**config.mk**
```make
export PLATFORM = sky130hd
export DESIGN_NAME = led_pulse
export DESIGN_NICKNAME = d
export VERILOG_FILES = /design/src/rtl/led_pulse.sv
export SDC_FILE = /design/constraint.sdc
export NUM_CORES = 1
export LEC_CHECK = 0
export BUFFER_PORTS_ARGS = -buffer_cell sky130_fd_sc_hd__buf_2
export CORE_MARGIN = 8
export CORE_UTILIZATION = 35
export CTS_CLUSTER_DIAMETER = 60
export CTS_CLUSTER_SIZE = 24
export DETAILED_ROUTE_END_ITERATION = 16
export GPL_TIMING_DRIVEN = 0
export SYNTH_ARGS = -nofsm -noshare
export SYNTH_HDL_FRONTEND = slang
export SYNTH_SLANG_ARGS = --single-unit
```
**constraint.sdc**
```tcl
create_clock -name clk -period 1.9 [get_ports clk]
set_input_delay 0.095 -clock clk [delete_from_list [all_inputs] [get_ports clk]]
set_output_delay 0.095 -clock clk [all_outputs]
set_load 0.01 [all_outputs]
```
**src/rtl/led_pulse.sv**
```systemverilog
`default_nettype none
// ============================================================================
// Module      : led_pulse
// Description : Turns a single-cycle start request into a burst of N visible
//               LED blinks (ON_TICKS high, OFF_TICKS low per blink), with a
//               busy flag and a one-cycle done pulse at burst end.
//               Optional macro LED_PULSE_RETRIGGER_EN: a start while busy
//               restarts (N > 0) or aborts (N = 0) the running burst.
// Revision    : 1.0 - initial release
// ============================================================================
module led_pulse #(
    parameter int unsigned ON_TICKS  = 100000,
    parameter int unsigned OFF_TICKS = 100000,
    parameter int unsigned CNT_W     = 4
) (
    input  logic             clk,
    input  logic             rst_n,
    input  logic             start,
    input  logic [CNT_W-1:0] count,
    output logic             busy,
    output logic             done,
    output logic             led
);

    typedef enum logic [1:0] {
        IDLE = 2'd0,
        ON   = 2'd1,
        OFF  = 2'd2
    } state_t;

    localparam logic [31:0]      C_ON_LAST  = 32'(ON_TICKS - 1);
    localparam logic [31:0]      C_OFF_LAST = 32'(OFF_TICKS - 1);
    localparam logic [CNT_W-1:0] C_ONE      = CNT_W'(1);

    state_t             state_q, state_d;
    logic [31:0]        timer_q, timer_d;
    logic [CNT_W-1:0]   remaining_q, remaining_d;
    logic               led_q, led_d;
    logic               busy_q, busy_d;
    logic               done_q, done_d;

    // State register; outputs are flopped so nothing combinational reaches the pins.
    always_ff @(posedge clk or negedge rst_n) begin
        if (!rst_n) begin
            state_q     <= IDLE;
            timer_q     <= 32'd0;
            remaining_q <= '0;
            led_q       <= 1'b0;
            busy_q      <= 1'b0;
            done_q      <= 1'b0;
        end else begin
            state_q     <= state_d;
            timer_q     <= timer_d;
            remaining_q <= remaining_d;
            led_q       <= led_d;
            busy_q      <= busy_d;
            done_q      <= done_d;
        end
    end

    // Next-state, timer and blink bookkeeping; outputs derive from the next state.
    always_comb begin
        state_d     = state_q;
        timer_d     = timer_q;
        remaining_d = remaining_q;
        done_d      = 1'b0;

        case (state_q)
            IDLE: begin
                if (start) begin
                    if (count != '0) begin
                        remaining_d = count;
                        timer_d     = 32'd0;
                        state_d     = ON;
                    end else begin
                        // Empty request completes immediately.
                        done_d = 1'b1;
                    end
                end
            end
            ON: begin
                if (timer_q == C_ON_LAST) begin
                    timer_d = 32'd0;
                    state_d = OFF;
                end else begin
                    timer_d = timer_q + 32'd1;
                end
            end
            OFF: begin
                if (timer_q == C_OFF_LAST) begin
                    timer_d = 32'd0;
                    // Guarded decrement: the counter can never wrap below zero.
                    remaining_d = (remaining_q != '0) ? remaining_q - C_ONE : '0;
                    if (remaining_q <= C_ONE) begin
                        state_d = IDLE;
                        done_d  = 1'b1;
                    end else begin
                        state_d = ON;
                    end
                end else begin
                    timer_d = timer_q + 32'd1;
                end
            end
            default: begin
                state_d     = IDLE;
                timer_d     = 32'd0;
                remaining_d = '0;
            end
        endcase

`ifdef LED_PULSE_RETRIGGER_EN
        // A request during a burst overrides it; the aborted burst gets no done.
        if (start && (state_q == ON || state_q == OFF)) begin
            timer_d = 32'd0;
            if (count != '0) begin
                remaining_d = count;
                state_d     = ON;
                done_d      = 1'b0;
            end else begin
                remaining_d = '0;
                state_d     = IDLE;
                done_d      = 1'b1;
            end
        end
`else
        // Requests arriving during a burst are simply dropped.
`endif

        led_d  = (state_d == ON);
        busy_d = (state_d != IDLE);
    end

    assign led  = led_q;
    assign busy = busy_q;
    assign done = done_q;

endmodule
`default_nettype wire

```
==> qor.csv <==
metric,value,unit
tightest_slew,0.933,ns
synth_seq_cells,41,
path_cells,"nor4_4, nand4_2, or3_1, buf_6, o311a_1, a311o_1",
p_per_area,958,nW/um^2
cpLargestDelayFamily,simple AND/OR/NAND/NOR gates,
yosysWarnings,0,
grt_pass1_vias,2161,
cp.arrival,2.30,ns
setup_viol,35,
fp.dieW,98.2,um
fp-row-count,30,
yosysTopAreaCell,dfrtp_1,
cts_buffer_depth,2,
start_kind,register,
grt_pass1_wl,10600,um
ios,10,
p_clk_frac,0.247,
grt_usage,0.135,
finalWeightedCongestion,0.816,
violations,setup timing,
rsz0062_at_grt,yes,
clkSlewWorstSetupHoldPaths,0.08,ns
p_comb_frac,0.402,
pwr-share-seq,0.351,
drive_gt1_frac,0.392,
syn_nets,260,
cap_viol_max_count,0,
netlist.area_leader.share,0.434,
ys_seq_area_frac,0.434,
synthDistinctLibCells,44,
p_switching,0.00105,W
drc,0,
hold_path_class,in -> reg,
ctsHtreeMaxLevel,2,
cpPeakStageDelay,0.44,ns
wirelength,6260,um
max_freq,0.473,GHz
worst-setup-path-type,reg -> reg,
grt_overflow,0,
num_vias,2097,
numCtsBuffers,5,
antenna_found_initial,0,
synth_area_leaders,"dfrtp_1, xnor2_1, nor2_1",
placed_cells,337,
slowest_stage,dfrtp_1,
drv_slew,0,
nets,302,
core-area,6680,um^2
p_leak,1.26,nW
final_cell_mix,"dfrtp_1, nand2_1, nor2_2, buf_4, xnor2_1",
synth_edf_count,0,
numPortBuffers,9,
grt_max_degree,42,
hold_ws,0.0961,ns
routedWlPerCell,16.9,um
ir_worst_vdd,0.568,mV
die_h,98.2,um
async_flop_share,1.00,
syn_avg_cell_area,9.54,um^2
finalCritPeriodShare,1.11,
critPathBufInv,1,
detail_route.first_pass.iterations,4,
root_buffer,clkbuf_8,
final_common_cell,dfrtp_1,
drtIter0Drc,170,
worstSkewPairLatency,0.30,ns
ys.flop_type,dfrtp_1,
vias_per_cell,5.65,
pre_cts_ws,-0.439,ns
synthToLayoutAreaGrowth,32.9,%
diodes,0,
finClkSkew,0.00651,ns
min_period,2.12,ns
start_util,0.354,
synthCells,248,
critPathMaxFanout,5,
cp.required,2.08,ns
dieArea,9640,um^2
p_sw_frac,0.349,
outcome,"finished, violations left",
hold_viol,0,
end_kind,register,
antenna_left,0,
internal_power,0.00196,W
fin_ws,-0.216,ns
cts_tree,done,
syn_area,2360,um^2
dp_hpwl,3660,um
final_cells,371,
clock-sinks,41,
slew_headroom,0.378,
[power by group through the flow]
stage                     clock network, W  logic (W)  registers [W]
final                             0.000744    0.00121        0.00106
after global routing              0.000795    0.00131        0.00107
after CTS                         0.000763    0.00108        0.00104
after detailed placement                 0   0.000724        0.00107
after global placement                   0   0.000717        0.00107
after floorplan                          0   0.000517        0.00106
[worst paths after layout]
path                                              start                         end  slack, ns  cells after the start
worst max-delay path            timer_q[21]$_DFFE_PN0P_  remaining_q[3]$_DFFE_PN0P_      -0.22                      6
min in group asynchronous                         rst_n  remaining_q[3]$_DFFE_PN0P_       0.48                      2
max in group asynchronous                         rst_n     timer_q[13]$_DFFE_PN0P_       0.77                      2
worst min-delay path                              start              done$_DFF_PN0_        0.1                      3
worst min register to register   timer_q[2]$_DFFE_PN0P_      timer_q[2]$_DFFE_PN0P_       0.54                      1
worst max register to register  timer_q[21]$_DFFE_PN0P_  remaining_q[3]$_DFFE_PN0P_      -0.22                      6
[metrics by stage]
step	setup TNS (ns)	util	power [W]	instance area [um^2]
global placement	-11.47	0.378	0.00178	2520
floorplan	-0.650	-	0.00158	2380
detailed placement	-12.34	0.378	0.00179	2520
finish	-3.24	0.470	0.00301	3140
CTS	-2.72	0.446	0.00289	2980
global route	-5.56	0.470	0.00317	3140
[registers in the layout (all words and copies together) (netlist names)]
signal / flops
busy: 1
remaining_q: 4
state_q: 2
done: 1
led: 1
timer_q: 32
[cells in the mapped netlist, types with 6 or more instances]
library cell,instances
a21oi_1,7
and3_1,7
dfrtp_1,41
nand2_1,24
nand3_1,11
nand4_1,9
nor2_1,27
nor3_1,6
o21ai_0,8
o31ai_1,8
xnor2_1,12
xor2_1,11
[final cells by class]
type / instances / area, um^2
plain buffers: 7 / 63.8
clock buffers: 7 / 86.3
clock inverters: 1 / 30.0
fillers: 628 / 3540
inverters: 4 / 15.0
multi-input cells: 193 / 1500
flip-flops and latches: 41 / 1040
well taps: 80 / 100
repair buffers: 38 / 315
[routing by layer]
metal / vias to the layer above / global-route usage / routed length, um
li1: 992 / - / -
met1: 1057 / 0.174 / 2820
met2: 41 / 0.223 / 3080
met3: 7 / 0.0213 / 250
met4: 0 / 0.0449 / 104
met5: - / 0 / 0
[worst register-to-register path: cells and delay by family, from the launching register on]
kind,cells,cell delay [ns]
buf+inv,1,0.15
simple gates,3,0.84
flops,1,0.44
compound gates,2,0.57
[logic make-up (layout without fill, tap and decap cells)]
family | count (synthesis) | count (layout) | synth area share
mux | 1 | 1 | 0.00476
simple gates | 123 | 123 | 0.296
compound gates | 41 | 41 | 0.126
xor+xnor | 23 | 23 | 0.0852
flops | 41 | 41 | 0.434
buf+inv | 14 | 57 | 0.0280
fa+ha+maj | 5 | 5 | 0.0265
[what timing repair did]
action                     CTS  global route
hold endpoints to repair    41             0
buffers inserted            22             4
cloned                       2             0
resized for setup           41            40
pin swaps                   12             2
setup endpoints to repair   39            38
hold buffers                 1             0
(Power assumes the default switching activity.)
